<file path="src/rtl/sprite_motion_pkg.sv">
// Shared types and screen geometry for the sprite motion controller.
package sprite_motion_pkg;

    localparam int SCREEN_W = 640;
    localparam int SCREEN_H = 480;
    localparam int X_W      = 10;
    localparam int Y_W      = 9;

    typedef enum logic [1:0] {
        TICK_WAIT,
        TICK_CALC,
        TICK_COMMIT
    } tick_state_t;

    typedef enum logic {
        VERT_GROUND,
        VERT_AIRBORNE
    } vert_state_t;

endpackage

</file>
<file path="src/rtl/vga_frame_tick.sv">
// Once-per-frame tick: rising edge of the (iVGA_Y == UPDATE_LINE, iVGA_X == 0) match,
// so a stalled scan position cannot retrigger the update.
module vga_frame_tick #(
    parameter int UPDATE_LINE = 481
) (
    input  logic                               clk,
    input  logic                               reset,
    input  logic [sprite_motion_pkg::X_W-1:0]  iVGA_X,
    input  logic [sprite_motion_pkg::Y_W-1:0]  iVGA_Y,
    output logic                               tick
);
    import sprite_motion_pkg::*;

    localparam logic [Y_W-1:0] LINE = Y_W'(UPDATE_LINE);

    logic hit;
    logic hit_q;

    assign hit  = (iVGA_Y == LINE) && (iVGA_X == '0);
    assign tick = hit && !hit_q;

    always_ff @(posedge clk or posedge reset) begin
        if (reset) begin
            hit_q <= 1'b0;
        end else begin
            hit_q <= hit;
        end
    end

endmodule

</file>
<file path="src/rtl/sprite_motion_ctrl.sv">
// Per-frame sprite position update (bounce + gravity jump), committed during vertical blanking.
// Define SPRITE_MOTION_WRAP_EN to wrap horizontally instead of bouncing.
module sprite_motion_ctrl #(
    parameter int SCREEN_W    = sprite_motion_pkg::SCREEN_W,
    parameter int SPRITE_W    = 120,
    parameter int INIT_X      = 100,
    parameter int INIT_Y      = 40,
    parameter int VEL_X       = 2,
    parameter int JUMP_V      = 12,
    parameter int GRAVITY     = 1,
    parameter int UPDATE_LINE = 481
) (
    input  logic                               clk,
    input  logic                               reset,
    input  logic                               motion_en,
    input  logic                               iJump,
    input  logic [sprite_motion_pkg::X_W-1:0]  iVGA_X,
    input  logic [sprite_motion_pkg::Y_W-1:0]  iVGA_Y,
    output logic [sprite_motion_pkg::X_W-1:0]  current_topLeft_X,
    output logic [sprite_motion_pkg::Y_W-1:0]  current_topLeft_Y,
    output logic                               oAirborne,
    output logic                               oFrameDone
);
    import sprite_motion_pkg::*;

    localparam logic signed [10:0] XMAX     = 11'(SCREEN_W - SPRITE_W);
    localparam logic signed [10:0] VX       = 11'(VEL_X);
    localparam logic signed [10:0] Y_GROUND = 11'(INIT_Y);
    localparam logic signed [9:0]  VY_JUMP  = 10'(-JUMP_V);
    localparam logic signed [9:0]  VY_G     = 10'(GRAVITY);

    tick_state_t        tick_state;
    vert_state_t        vstate;
    logic [X_W-1:0]     x_q;
    logic [Y_W-1:0]     y_q;
    logic signed [9:0]  vy_q;
    logic               dir_left;
    logic               jump_latch;
    logic               en_q;
    logic               frame_done;
    logic               tick;

    logic signed [10:0] nx;
    logic signed [10:0] ny;
    logic signed [9:0]  vy_eff;
    logic               take;
    logic [X_W-1:0]     x_n;
    logic [Y_W-1:0]     y_n;
    logic signed [9:0]  vy_n;
    logic               dir_n;
    vert_state_t        vs_n;

    vga_frame_tick #(
        .UPDATE_LINE (UPDATE_LINE)
    ) u_tick (
        .clk    (clk),
        .reset  (reset),
        .iVGA_X (iVGA_X),
        .iVGA_Y (iVGA_Y),
        .tick   (tick)
    );

    always_comb begin
        nx    = $signed({1'b0, x_q}) + (dir_left ? -VX : VX);
        x_n   = X_W'(nx);
        dir_n = dir_left;
`ifdef SPRITE_MOTION_WRAP_EN
        if (nx > XMAX) begin
            x_n = X_W'(nx - XMAX - 11'sd1);
        end else if (nx[10]) begin
            x_n = X_W'(XMAX + 11'sd1 + nx);
        end
`else
        if (nx > XMAX) begin
            x_n   = X_W'(XMAX);
            dir_n = 1'b1;
        end else if (nx[10]) begin
            x_n   = '0;
            dir_n = 1'b0;
        end
`endif

        // A launch applies its first displacement in the same update.
        take   = (vstate == VERT_GROUND) && jump_latch;
        vy_eff = take ? VY_JUMP : vy_q;
        ny     = $signed({2'b00, y_q}) + {vy_eff[9], vy_eff};
        y_n    = y_q;
        vy_n   = vy_q;
        vs_n   = vstate;
        if (take || (vstate == VERT_AIRBORNE)) begin
            vs_n = VERT_AIRBORNE;
            vy_n = vy_eff + VY_G;
            if (ny >= Y_GROUND) begin
                y_n  = Y_W'(INIT_Y);
                vy_n = '0;
                vs_n = VERT_GROUND;
            end else if (ny[10]) begin
                y_n  = '0;
                vy_n = '0;
            end else begin
                y_n = Y_W'(ny);
            end
        end
    end

    always_ff @(posedge clk or posedge reset) begin
        if (reset) begin
            tick_state <= TICK_WAIT;
            vstate     <= VERT_GROUND;
            x_q        <= X_W'(INIT_X);
            y_q        <= Y_W'(INIT_Y);
            vy_q       <= '0;
            dir_left   <= 1'b0;
            jump_latch <= 1'b0;
            en_q       <= 1'b0;
            frame_done <= 1'b0;
        end else begin
            if ((vstate == VERT_GROUND) && iJump) begin
                jump_latch <= 1'b1;
            end
            frame_done <= 1'b0;
            case (tick_state)
                TICK_WAIT: begin
                    if (tick) begin
                        tick_state <= TICK_CALC;
                        en_q       <= motion_en;
                    end
                end
                TICK_CALC: begin
                    tick_state <= TICK_COMMIT;
                    frame_done <= 1'b1;
                    if (en_q) begin
                        x_q      <= x_n;
                        dir_left <= dir_n;
                        y_q      <= y_n;
                        vy_q     <= vy_n;
                        vstate   <= vs_n;
                        if (take) begin
                            jump_latch <= 1'b0;
                        end
                    end
                end
                TICK_COMMIT: tick_state <= TICK_WAIT;
                default:     tick_state <= TICK_WAIT;
            endcase
        end
    end

    assign current_topLeft_X = x_q;
    assign current_topLeft_Y = y_q;
    assign oAirborne         = (vstate == VERT_AIRBORNE);
    assign oFrameDone        = frame_done;

endmodule

</file>
<file path="config.mk">
export PLATFORM = sky130hd
export DESIGN_NAME = sprite_motion_ctrl
export DESIGN_NICKNAME = d
export VERILOG_FILES = /design/src/rtl/sprite_motion_pkg.sv /design/src/rtl/vga_frame_tick.sv /design/src/rtl/sprite_motion_ctrl.sv
export SDC_FILE = /design/constraint.sdc
export NUM_CORES = 1
export LEC_CHECK = 0
export CAP_MARGIN = 20
export CORE_MARGIN = 5
export CORE_UTILIZATION = 29
export DETAILED_ROUTE_END_ITERATION = 12
export PLACE_DENSITY = 0.5
export SYNTH_ARGS = -nofsm -noshare
export SYNTH_HDL_FRONTEND = slang
export SYNTH_SLANG_ARGS = --single-unit
</file>
<file path="constraint.sdc">
create_clock -name clk -period 3.2 [get_ports clk]
set_input_delay 0.32 -clock clk [delete_from_list [all_inputs] [get_ports clk]]
set_output_delay 0.32 -clock clk [all_outputs]
set_load 0.03 [all_outputs]
</file>
# Word level (Yosys, flattened, before mapping)
# Index checks and enable logic that the tools add are counted.
# op_classes
n_addsub	3
order_cmp	2
n_eq_ne	3
mux	18
bitwise_logic	1
reduce_logical	13
# ops
cell	count
two-way mux 10 bit	5
two-way mux 9 bit	2
adder 10 x 10 -> 11 bit	1
adder 11 bit	1
greater-or-equal comparator 11 x 7 -> 1 bit (second input constant)	1
greater-than comparator 11 bit (second input constant)	1
two-way mux 11 bit	1
adder 10 x 2 -> 10 bit (second input constant)	1
zero test 10 bit	1
== test 9 bit (second input constant)	1
two-way mux 1 bit	8
AND reduction 3 bit	2
logical AND 1 bit	4
case mux 2 bit (2 select lines)	1
AND reduction 2 bit	2
== test 2 x 1 -> 1 bit (second input constant)	1
zero test 2 bit	1
two-way mux 2 bit	1
inequality test 2 bit (second input constant)	1
nonzero test 2 bit	1
zero test 1 bit	1
logical OR 1 bit	1
inverter 1 bit	1
# word_totals
register_bits	37
in_bits	23
output_inout_bits	21
wordCells	50

# Logic depth before layout (Yosys ltp)
# Gate-level depths: netlist of the first run.
# depth
word_depth	6
depth_mapped	16
ltp_nobuf	13

# Hierarchy
# From an unflattened synthesis of the first run, not the netlist that was laid out.
# hier_totals
cells_unflattened	283
area_unflattened_um2	2605.0
# by_module_without_submodules
mod	n_inst	cells_each	area_each_um2	seq_area_each_um2
sprite_motion_ctrl	1	272	2512.4	882.1
vga_frame_tick	1	11	92.6	25.0

# Least setup slack after synthesis of the first run
# Ideal clock, no wire load.
# synth_timing
path_kind	reg-to-reg
start	register vstate (netlist: oAirborne)
end	register vy_q[9]
setup_time_ns	0.082
arrival_ns	3.295
required_time_ns	3.118
setup_slack_ns	-0.177
stages_incl_launch_ff	17
path_buffers	4
period_less_slack_ns	3.377
path_cell_list	dfrtp_1 nand2b_1 buf_6 clkbuf_1 nand2_1 ha_1 clkbuf_1 and3_1 o211ai_1 o221ai_1 xnor2_1 nand3_1 a211oi_1 and4_1 buf_2 a21oi_1 o22ai_1
# synth_via
elab_chain_cells	6
word_cells_on_any_way	10
classes_between	2 x add/sub; 1 x order compare; 3 x mux; 1 x bitwise; 3 x reduce/logical
# synth_rtl
element	line	source
from (decl)	sprite_motion_ctrl.sv:33	vert_state_t vstate;
from (signal assigned)	sprite_motion_ctrl.sv:137	vstate <= vs_n;
inverter 1 bit	sprite_motion_ctrl.sv:84	take = (vstate == VERT_GROUND) && jump_latch;
logical AND 1 bit	sprite_motion_ctrl.sv:84	
two-way mux 10 bit	sprite_motion_ctrl.sv:85	vy_eff = take ? VY_JUMP : vy_q;
adder 10 x 10 -> 11 bit / adder 10 x 2 -> 10 bit (equally long branches)	sprite_motion_ctrl.sv:86, sprite_motion_ctrl.sv:92	
greater-or-equal comparator 11 x 7 -> 1 bit / two-way mux 10 bit (equally long branches)	sprite_motion_ctrl.sv:93, sprite_motion_ctrl.sv:97	
two-way mux 10 bit	sprite_motion_ctrl.sv:93	if (ny >= Y_GROUND) begin
to (signal assigned)	sprite_motion_ctrl.sv:136	vy_q <= vy_n;
to (decl)	sprite_motion_ctrl.sv:36	logic signed [9:0] vy_q;
# Several ways; a longest one is shown, not always the timed one.
# A chain may end at the register's enable or synchronous reset.

# Worst setup path after layout of the first run
# layout_timing
start	register vstate (netlist: oAirborne)
end	register vy_q[3]
# The elaborated chain is that of the path after synthesis.

==> impl_summary.txt, run 1 <==
----------------------------------------------------
[Clocking]
  TritonCTS clock tree ... yes
  Clock-pin slew reported for the worst setup and hold paths after clock tree synthesis ... 0.07 ns
  Cell at the root of the clock tree ... sky130_fd_sc_hd__clkbuf_8
  Clock Latency Late Sink ... 0.28 ns
  Number of CTS-inserted buffers ... 5
  Sinks on Clock Net ... 36
  Hold buffers post-CTS ... 0
  CTS Buffer Depth ... 2
  Depth of the CTS H-tree ... 2
  Post-CTS setup buffers ... 0

[Synthesis]
  Top-area cell type share of the netlist area ... 30.4%
  Cell types with the largest area share after synthesis ... sky130_fd_sc_hd__dfrtp_1 30%, sky130_fd_sc_hd__ha_1 7.8%, sky130_fd_sc_hd__dfstp_2 5.1%
  Sequential fraction of the synthesis area ... 35.6%
  Warning count from the yosys run ... 0
  Synth Flop Type ... sky130_fd_sc_hd__dfrtp_1
  Flops & latches, synth ... 36
  Post-synth EDFFs ... 0
  Count of cell types in the netlist ... 61
  Share of synthesized registers carrying an async set or reset ... 100%
  Synth Net Count ... 316
  Mean Syn Cell Area ... 9.24 µm²
  Synthesized netlist cell count ... 276
  Top cell type by total area after synthesis ... sky130_fd_sc_hd__dfrtp_1
  Netlist area before placement ... 0.00255 mm²

[Setup path]
  Worst setup path category ... flop to flop
  Reg-to-reg slack, setup ... 0.15 ns
  Worst Setup End Kind ... flop
  Arrival time worst endpoint ... 3.28 ns
  R2r startpoint ... oAirborne$_DFFE_PP0P_
  Critical path's most frequent cell ... sky130_fd_sc_hd__and2_4
  Required time at the worst-slack endpoint ... 3.43 ns
  Cell-by-cell listing of the critical path ... nand2b_1, and2_1, ha_2, and2_4, o311a_1, and2_4, a2111oi_4, o21ai_2, a211oi_2, nand4_2, o31ai_1, a21o_1
  Crit Reg-Reg Endpoint ... vy_q[3]$_DFFE_PP0P_
  Stage delay of the slowest cell on the critical path ... 0.40 ns
  Largest fanout of any net on the critical path ... 6
  Cell depth of the worst flop-to-flop path ... 12
  CP max-delay cell ... sky130_fd_sc_hd__dfrtp_2
  Critical path launch point type ... flop

[Global routing]
  Antenna violations before repair ... 0
  First-pass GRT wire length ... 10,900 µm
  Maximum number of pins on one net before global-route repair ... 37
  Global-route congestion overflow total ... 0
  Overall routing resource usage ... 12.0%
  Vias in the first global route ... 2,341

[Detailed routing]
  Number of design-rule violations left by the first detailed-router iteration ... 130
  Avg Vias per Cell ... 5.17
  Routed wire per std cell ... 14.7 µm
  Drc violations ... 0
  Final ANT Viol Nets ... 0
  Wire length after detailed routing ... 6440 µm
  Vias post-DR ... 2,269
  Iteration count of the initial detailed-routing pass ... 4

[Power and ir drop]
  Power per unit of standard cell area ... 262 mW/mm²
  Max rail drop VDD ... 0.142 mV
  Leakage component of the power ... 1.49 nW

[Placed design]
  Post-detail-place hpwl ... 4880 µm
  Final RePlAce weighted congestion ... 0.784
  Quantity of I/O buffers inserted on ports ... 42

[Timing]
  Post-Route Hold Slack ... 0.423 ns
  Final sum of negative setup slack ... 0 ns
  Endpoints failing setup ... 0
  Final number of max-transition violations ... 0
  Time the worst path needs with I/O delays and setup ... 3.05 ns
  Largest clock skew in the final design ... 0.00277 ns
  Maximum achievable frequency ... 327 MHz
  Final-report hold violation count ... 0
  Share of the clock period used by the worst path after layout ... 95.5%

[Cells and area]
  Final nets ... 370
  Growth of design area from synthesis to finish ... 28.2%
  Diode count ... 0
  Proportion of layout cells with a drive suffix above 1 ... 15.4%

[Die]
  Cell row count ... 34
  Horizontal extent of the die ... 104 µm
  Vert. Die Dim ... 104 µm
  Core Region ... 0.00864 mm²
  Top-Level Pins ... 44
  Die area ... 0.0108 mm²
  Effective utilization at floorplan ... 29.5%

[Min path]
  Instance count along the most critical hold path ... 1
  Worst Hold End ... tick_state[0]$_DFFE_PP0P_
  Class of the tightest hold or removal check ... flop to flop
  Launch point of the worst hold path ... u_tick.hit_q$_DFF_PP0_

[Run]
  Count of maximum capacitance violations ... 0

[Status]
  Result of the run ... finished, final reports clean

----------------------------------------------------
-- flip-flops by register name, indices dropped and copies added, names as in the netlist --
register / cells
en_q: 1
current_topLeft_Y: 9
vy_q: 10
tick_state: 2
oFrameDone: 1
current_topLeft_X: 9
oAirborne: 1
jump_latch: 1
dir_left: 1
u_tick.hit_q: 1
-- where the power goes --
part	internal (mW)	switching (mW)	leakage, nW
Combinational	0.0252	0.0148	0.958
Clock	0.197	0.165	0.0515
Sequential	0.455	0.000000726	0.478
-- cell type report --
| type | count | area [µm²] |
|---|---|---|
| Multi-Input combinational cell | 217 | 1540 |
| Sequential cell | 36 | 908 |
| Clock buffer | 8 | 100 |
| Inverter | 12 | 45.0 |
| Fill cell | 870 | 5370 |
| Timing Repair Buffer | 58 | 541 |
| Tap cell | 108 | 135 |
-- stage by stage --
stage	cells	setup slack [ns]	power, mW	util, %	area [µm²]
after detailed placement	431	0.0565	0.505	36.6	3160
final	439	0.145	0.856	37.9	3270
after floorplan	276	0.0195	0.474	-	2550
after global placement	431	0.125	0.505	36.6	3160
after global routing	439	-0.00378	0.899	37.9	3270
after CTS	439	0.0306	0.879	37.7	3260
-- cell usage in the layout (no fill, tap or decap), drive strengths merged, types with 8 or more instances in the layout --
| cell type | n |
|---|---|
| clkdlybuf4s50 | 42 |
| dfrtp | 31 |
| nand2 | 29 |
| o21ai | 24 |
| nor2 | 17 |
| buf | 16 |
| a21oi | 16 |
| ha | 16 |
| a22o | 13 |
| inv | 12 |
| clkbuf | 8 |
-- cells in the mapped netlist (all sizes together) (2+ instances only) --
cell type,instances
nand2b,6
nor2,17
xnor2,6
o21a,2
a31oi,5
nor4b,4
o22ai,6
mux2i,2
a21o,7
dfstp,5
nor2b,3
xor2,6
mux2,2
o211ai,2
o21bai,2
and2,7
clkbuf,6
o31ai,3
a2111oi,2
nand2,29
o21ai,24
a21oi,16
nand3,5
ha,16
nor4,2
a22o,13
dfrtp,31
a211oi,4
buf,5
nor3,5
and3,3
nand4,3
inv,12
-- how the worst max path moves through the flow --
stage                                from                                to  cells past startpoint
floorplan           oAirborne$_DFFE_PP0P_               vy_q[9]$_DFFE_PP0P_                     16
global placement    oAirborne$_DFFE_PP0P_               vy_q[7]$_DFFE_PP0P_                     13
detailed placement  oAirborne$_DFFE_PP0P_  current_topLeft_Y[0]$_DFFE_PP0P_                     13
CTS                 oAirborne$_DFFE_PP0P_               vy_q[6]$_DFFE_PP0P_                     13
global route        oAirborne$_DFFE_PP0P_               vy_q[1]$_DFFE_PP0P_                     12
finish              oAirborne$_DFFE_PP0P_               vy_q[3]$_DFFE_PP0P_                     12
-- worst max-delay path: cells and delay by family, from the launching register on --
family	cells	cell delay, ns
flops	1	0.40
fa+ha+maj	1	0.19
simple gates	5	0.90
compound gates	6	1.52
-- repair_timing --
action,4_1_cts,5_1_grt
endpoints found under the hold margin,0,0
endpoints found under the setup margin,0,15
gates resized for setup,0,7
-- kinds of logic after synthesis --
| kind of cell | after synthesis | share of synthesized area [%] |
|---|---|---|
| muxes | 4 | 1.67 |
| AOI/OAI and AO/OA | 94 | 27.0 |
| xor gates and xnor gates | 12 | 4.12 |
| adders and majority gates | 17 | 8.63 |
| DFF | 36 | 35.6 |
| buffers and inverters | 23 | 4.51 |
| and+or+nand+nor | 89 | 18.4 |
| other | 1 | 0.147 |
-- routing by layer --
layer	up-vias	GRT usage, %	share of wire (%)
li1	1120	-	-
met1	1102	15.1	46
met2	42	20.8	49
met3	5	3.05	4.0
met4	0	2.22	0.53
met5	-	0	0
Note: power is estimated with default switching activity, not from simulation.
==> run 2, diff against run 1 <==
--- a/config.mk
+++ b/config.mk
@@ -6,7 +6,7 @@
 export NUM_CORES = 1
 export LEC_CHECK = 0
 export CAP_MARGIN = 20
-export CORE_MARGIN = 5
+export CORE_MARGIN = 10
 export CORE_UTILIZATION = 29
 export DETAILED_ROUTE_END_ITERATION = 12
 export PLACE_DENSITY = 0.5
==> impl_summary.txt, run 2 (same netlist as run 1, synthesis figures left out) <==
----------------------------------------------------
[Status]
  Result of the run ... finished, final reports clean

[Die]
  Die area ... 0.0129 mm² (+20%)
  Top-Level Pins ... 44 (unchanged)
  Vert. Die Dim ... 114 µm (+9.6%)
  Horizontal extent of the die ... 114 µm (+9.6%)
  Core Region ... 0.00864 mm² (unchanged)
  Effective utilization at floorplan ... 29.5% (unchanged)
  Cell row count ... 34 (unchanged)

[Setup path]
  Launch point of the worst path ... oAirborne$_DFFE_PP0P_
  Arrival time worst endpoint ... 3.30 ns (+0.02 ns)
  Required time at the worst-slack endpoint ... 3.42 ns (about the same)
  R2r startpoint ... oAirborne$_DFFE_PP0P_
  Largest fanout of any net on the critical path ... 6 (unchanged)
  Worst setup path category ... flop to flop
  Worst Setup End Kind ... flop
  Critical path launch point type ... flop

[Detailed routing]
  Number of design-rule violations left by the first detailed-router iteration ... 73 (-44%)
  Wire length after detailed routing ... 6670 µm (+3.5%)
  Avg Vias per Cell ... 5.04 (-2.5%)
  Drc violations ... 0 (unchanged)
  Final ANT Viol Nets ... 0 (unchanged)
  Iteration count of the initial detailed-routing pass ... 6 (+2)
  Vias post-DR ... 2,238 (-1.4%)
  Routed wire per std cell ... 15.0 µm (+2.3%)

[Power and ir drop]
  Max rail drop VDD ... 0.127 mV (-11%)
  Flop pwr share ... 54.4% (+1.3 points)
  Clock group share of total power ... 40.9% (-1.3 points)
  Leakage component of the power ... 1.50 nW (+0.86%)
  Power per unit of standard cell area ... 251 mW/mm² (-4.1%)
  Internal power component ... 0.656 mW (-3.1%)
  Relative contribution of combinational cells to total power ... 4.8% (about the same)
  Net load switching power ... 0.181 mW (+0.81%)
  Fraction of power spent switching nets ... 21.6% (+0.66 points)

[Cells and area]
  Proportion of layout cells with a drive suffix above 1 ... 17.9% (+2.4 points)
  Filler Cell Count ... 862 (-0.92%)
  Growth of design area from synthesis to finish ... 30.7%
  Most used cells in the layout excluding fill and tap cells ... 42 x sky130_fd_sc_hd__clkdlybuf4s50_1, 30 x sky130_fd_sc_hd__dfrtp_1, 29 x sky130_fd_sc_hd__nand2_1
  Diode count ... 0 (unchanged)
  Register with the highest flop count ... vy_q
  Max reg flops ... 10 (unchanged)
  Most common library cell in the layout ignoring fill and taps ... sky130_fd_sc_hd__clkdlybuf4s50_1
  Final nets ... 375 (+1.4%)

[Clocking]
  Hold buffers post-CTS ... 0 (unchanged)
  Sinks on Clock Net ... 36 (unchanged)
  Clock Latency Late Sink ... 0.28 ns (about the same)
  Number of CTS-inserted buffers ... 5 (unchanged)
  Clock-pin slew reported for the worst setup and hold paths after clock tree synthesis ... 0.08 ns (about the same)
  TritonCTS clock tree ... yes
  Cell at the root of the clock tree ... sky130_fd_sc_hd__clkbuf_8
  Depth of the CTS H-tree ... 2 (unchanged)
  CTS Buffer Depth ... 2 (unchanged)

[Global routing]
  First-pass GRT wire length ... 11,000 µm (+1.5%)
  Vias in the first global route ... 2,259 (-3.5%)
  Antenna violations before repair ... 0 (unchanged)
  Global-route congestion overflow total ... 0 (unchanged)
  Overall routing resource usage ... 10.2% (-1.8 points)
  Maximum number of pins on one net before global-route repair ... 37 (unchanged)

[Timing]
  Relative slew slack ... 65.4%
  Post-Route Hold Slack ... 0.451 ns (+0.0282 ns)
  Final-report hold violation count ... 0 (unchanged)
  Endpoints failing setup ... 0 (unchanged)
  Final sum of negative setup slack ... 0 ns (unchanged)
  Least-Margin Pin Slew ... 0.515 ns
  Final number of max-transition violations ... 0 (unchanged)
  Share of the clock period used by the worst path after layout ... 96.3% (+0.86 points)
  Maximum achievable frequency ... 324 MHz (-0.89%)
  Unrepaired setup endpoints after global routing ... true
  Largest clock skew in the final design ... 0.0120 ns (+0.00921 ns)
  Time the worst path needs with I/O delays and setup ... 3.08 ns (+0.0275 ns)

[Placed design]
  Quantity of I/O buffers inserted on ports ... 42 (unchanged)
  Final RePlAce weighted congestion ... 0.787 (+0.32%)
  Post-detail-place hpwl ... 5080 µm (+4.1%)

[Run]
  Count of maximum capacitance violations ... 0 (unchanged)

[Min path]
  Class of the tightest hold or removal check ... primary input to async pin

----------------------------------------------------
run 2: area by class of cell:
| type | count | area [µm²] | area share [%] |
|---|---|---|---|
| multi-input combinational | 217 | 1580 | 47.3 |
| sequential | 36 | 908 | 27.3 |
| timing repair buffer | 63 | 579 | 17.4 |
| tap | 108 | 135 | 4.05 |
| clock buffer | 8 | 90.1 | 2.70 |
| inverter | 12 | 45.0 | 1.35 |
run 2: metal layers:
metal / vias up / share of wire, % / wire length [µm] / GRT usage, %
li1: 1133 / - / - / -
met4: 0 / 0.40 / 27 / 2.01
met2: 29 / 50 / 3330 / 17.3
met3: 2 / 3.9 / 259 / 2.73
met5: - / 0 / 0 / 0
met1: 1074 / 46 / 3060 / 12.8
run 2: power by group through the flow:
stage	clock, mW	sequential, mW	combinational (mW)
after floorplan	0	0.464	0.0108
after global placement	0	0.464	0.0408
after detailed placement	0	0.464	0.0412
after CTS	0.358	0.455	0.0414
after global routing	0.372	0.455	0.0438
final	0.342	0.455	0.0401
run 2: metrics by stage:
stage	total power [mW]	setup WS (ns)	utilization, %	area, µm²	instances
finish	0.837	0.118	38.6	3330	444
global route	0.871	-0.0483	38.6	3330	444
CTS	0.854	0.0406	37.8	3260	441
detailed placement	0.505	-0.0678	36.7	3170	432
global placement	0.504	0.0476	36.7	3170	432
floorplan	0.474	0.0195	-	2550	276
run 2: critical path, stage by stage, from the launching register on:
cell and delay, ns:
sky130_fd_sc_hd__dfrtp_2 0.40, sky130_fd_sc_hd__nand2b_1 0.17, sky130_fd_sc_hd__and2_1 0.19, sky130_fd_sc_hd__ha_2 0.19, sky130_fd_sc_hd__and2_4 0.16, sky130_fd_sc_hd__o311a_1 0.32
sky130_fd_sc_hd__and2_4 0.20, sky130_fd_sc_hd__a2111oi_4 0.37, sky130_fd_sc_hd__o21ai_2 0.13, sky130_fd_sc_hd__a211oi_2 0.26, sky130_fd_sc_hd__nand4_2 0.24, sky130_fd_sc_hd__o31ai_2 0.26
sky130_fd_sc_hd__a21o_1 0.14
run 2: final timing paths:
check | endpoint | slack (ns) | cells after the start
min in group clk | tick_state[0]$_DFFE_PP0P_ | 0.46 | 1
max in group asynchronous | current_topLeft_X[2]$_DFFE_PP1P_ | 2.38 | 3
setup / recovery | vy_q[3]$_DFFE_PP0P_ | 0.12 | 12
hold reg to reg | tick_state[0]$_DFFE_PP0P_ | 0.46 | 1
hold / removal | vy_q[8]$_DFFE_PP0P_ | 0.45 | 3
setup reg to reg | vy_q[3]$_DFFE_PP0P_ | 0.12 | 12
run 2: repair_timing:
item | 4_1_cts | 5_1_grt
cloned | 0 | 1
buffers inserted | 1 | 2
pin swaps | 1 | 7
resized for setup | 1 | 13
setup endpoints to repair | 10 | 16
==> run 3, diff against run 2 <==
--- a/config.mk
+++ b/config.mk
@@ -6,6 +6,7 @@
 export NUM_CORES = 1
 export LEC_CHECK = 0
 export CAP_MARGIN = 20
+export CORE_ASPECT_RATIO = 0.8
 export CORE_MARGIN = 10
 export CORE_UTILIZATION = 29
 export DETAILED_ROUTE_END_ITERATION = 12
==> impl_summary.txt, run 3 (same netlist as run 1, synthesis figures left out) <==
----------------------------------------------------
[Clocking]
  CTS Buffer Depth ... 2 (unchanged)
  Hold buffers post-CTS ... 0 (unchanged)
  Cell at the root of the clock tree ... sky130_fd_sc_hd__clkbuf_8
  Clock Latency Late Sink ... 0.29 ns (about the same)
  Number of CTS-inserted buffers ... 5 (unchanged)
  Sinks on Clock Net ... 36 (unchanged)
  TritonCTS clock tree ... yes
  Depth of the CTS H-tree ... 2 (unchanged)
  Clock-pin slew reported for the worst setup and hold paths after clock tree synthesis ... 0.08 ns (about the same)

[Detailed routing]
  Iteration count of the initial detailed-routing pass ... 4 (-2)
  Vias post-DR ... 2,216 (-0.98%)
  Wire length after detailed routing ... 6760 µm (+1.4%)
  Routed wire per std cell ... 15.3 µm (+2.1%)
  Number of design-rule violations left by the first detailed-router iteration ... 103 (+41%)
  Avg Vias per Cell ... 5.02 (-0.31%)
  Final ANT Viol Nets ... 0 (unchanged)
  Drc violations ... 0 (unchanged)

[Timing]
  Final-report hold violation count ... 0 (unchanged)
  Time the worst path needs with I/O delays and setup ... 3.01 ns (-0.0756 ns)
  Final sum of negative setup slack ... 0 ns (unchanged)
  Final number of max-transition violations ... 0 (unchanged)
  Unrepaired setup endpoints after global routing ... false
  Endpoints failing setup ... 0 (unchanged)
  Maximum achievable frequency ... 333 MHz (+2.5%)
  Largest clock skew in the final design ... 0.00343 ns (-0.00855 ns)
  Setup WS post-layout ... 0.193 ns (+0.0756 ns)
  Share of the clock period used by the worst path after layout ... 94.0% (-2.4 points)

[Setup path]
  Critical path buffer and inverter count ... 0 (unchanged)
  Worst Setup End Kind ... flop
  Worst setup path category ... flop to flop
  Required time at the worst-slack endpoint ... 3.43 ns (about the same)
  CP max-delay cell ... sky130_fd_sc_hd__dfrtp_2
  Stage delay of the slowest cell on the critical path ... 0.40 ns (about the same)
  Cell-by-cell listing of the critical path ... nand2b_4, and2_1, ha_2, and2_4, o311a_1, and2_4, a2111oi_4, o21ai_2, a211oi_2, nand4_4, o31ai_1, a21o_1
  Critical path launch point type ... flop
  Kind of cell with the highest combined delay on the critical path ... compound AO/OA/AOI/OAI gates
  Critical path's most frequent cell ... sky130_fd_sc_hd__and2_4
  Largest fanout of any net on the critical path ... 6 (unchanged)
  Arrival time worst endpoint ... 3.24 ns (-0.06 ns)

[Global routing]
  First-pass GRT wire length ... 11,400 µm (+3.1%)
  Antenna violations before repair ... 0 (unchanged)
  Overall routing resource usage ... 10.2% (+0.012 points)
  Maximum number of pins on one net before global-route repair ... 37 (unchanged)
  Global-route congestion overflow total ... 0 (unchanged)
  Vias in the first global route ... 2,208 (-2.3%)

[Die]
  Effective utilization at floorplan ... 29.9% (+0.40 points)
  Horizontal extent of the die ... 125 µm (+9.7%)
  Cell row count ... 30 (-12%)
  Vert. Die Dim ... 104 µm (-8.7%)
  Die area ... 0.0130 mm² (+0.18%)
  Core Region ... 0.00852 mm² (-1.3%)
  Top-Level Pins ... 44 (unchanged)

[Power and ir drop]
  Leakage component of the power ... 1.46 nW (-2.4%)
  Max rail drop VDD ... 0.166 mV (+31%)
  Power after layout ... 0.913 mW (+9.1%)
  Power per unit of standard cell area ... 274 mW/mm² (+9.2%)

[Cells and area]
  Most used cells in the layout excluding fill and tap cells ... 42 x sky130_fd_sc_hd__clkdlybuf4s50_1, 30 x sky130_fd_sc_hd__dfrtp_1, 29 x sky130_fd_sc_hd__nand2_1
  Growth of design area from synthesis to finish ... 30.6% (about the same)
  Most common library cell in the layout ignoring fill and taps ... sky130_fd_sc_hd__clkdlybuf4s50_1
  Diode count ... 0 (unchanged)
  Final cell count without fillers ... 441 (-0.68%)
  Max reg flops ... 10 (unchanged)
  Register with the highest flop count ... vy_q
  Filler Cell Count ... 863 (+0.12%)
  Proportion of layout cells with a drive suffix above 1 ... 17.0% (-0.84 points)
  Final nets ... 368 (-1.9%)
  Post-route core utilization ... 39.1% (+0.51 points)

[Placed design]
  Post-detail-place hpwl ... 5180 µm (+2.0%)
  Worst slack, placed ... -0.0219 ns (+0.0459 ns)
  Placed Cells ... 432 (unchanged)
  Quantity of I/O buffers inserted on ports ... 42 (unchanged)
  Final RePlAce weighted congestion ... 0.815 (+3.6%)

[Run]
  Count of maximum capacitance violations ... 0 (unchanged)

[Status]
  Result of the run ... finished, final reports clean

[Min path]
  Class of the tightest hold or removal check ... primary input to async pin

----------------------------------------------------
run 3: cell count changes in the layout (fill, tap and decap cells not counted), sizes merged:
cell / before / now
buf: 21 / 14
bufinv: 0 / 1
clkbuf: 8 / 5
clkinvlp: 0 / 1
inv: 12 / 13
run 3: path summary, 6_finish.rpt:
check | from | end | slack, ns | cells past startpoint
setup reg to reg | oAirborne$_DFFE_PP0P_ | vy_q[3]$_DFFE_PP0P_ | 0.19 | 12
hold reg to reg | u_tick.hit_q$_DFF_PP0_ | tick_state[0]$_DFFE_PP0P_ | 0.43 | 1
hold / removal | reset | current_topLeft_X[3]$_DFFE_PP0P_ | 0.43 | 3
setup / recovery | oAirborne$_DFFE_PP0P_ | vy_q[3]$_DFFE_PP0P_ | 0.19 | 12
min in group clk | u_tick.hit_q$_DFF_PP0_ | tick_state[0]$_DFFE_PP0P_ | 0.43 | 1
max in group asynchronous | reset | oAirborne$_DFFE_PP0P_ | 2.40 | 3
run 3: area by class of cell:
cell class                 instances  area [µm²]  share of cell area [%]
multi-input combinational        217        1590                    47.7
sequential                        36         908                    27.3
timing repair buffer              56         533                    16.0
tap                              112         140                    4.21
clock buffer                       5        68.8                    2.07
clock inverter                     3        46.3                    1.39
inverter                          12        45.0                    1.35
run 3: repair_timing:
action | CTS | global route
setup endpoints to repair | 5 | 17
setup buffers | 1 | 0
pin swaps | 1 | 5
gates resized for setup | 0 | 17
run 3: metrics by stage:
| stage | instance area (µm²) | hold WS, ns |
|---|---|---|
| 4_1_cts | 3260 | 0.430 |
| 3_5_place_dp | 3140 | 0.418 |
| 3_3_place_gp | 3140 | 0.427 |
| 5_1_grt | 3330 | 0.452 |
| 2_1_floorplan | 2550 | 0.398 |
| 6_report | 3330 | 0.428 |
run 3: layer usage:
metal  global-route usage, %  vias up  share of wire (%)
met1                    14.4     1060                 51
li1                        -     1117                  -
met4                    2.22        0               0.49
met3                    2.80        2                5.4
met2                    15.2       37                 44
met5                       0        -                  0
run 3: where the power goes:
group	switching, mW	total [mW]	internal [mW]
logic	0.0144	0.0397	0.0252
clock network	0.184	0.419	0.235
registers	0.000000612	0.455	0.455
total	0.199	0.913	0.715
run 3: worst min-delay path: cells and delay by family:
kind                   cells  cell delay [ns]
buffers and inverters      3             0.84
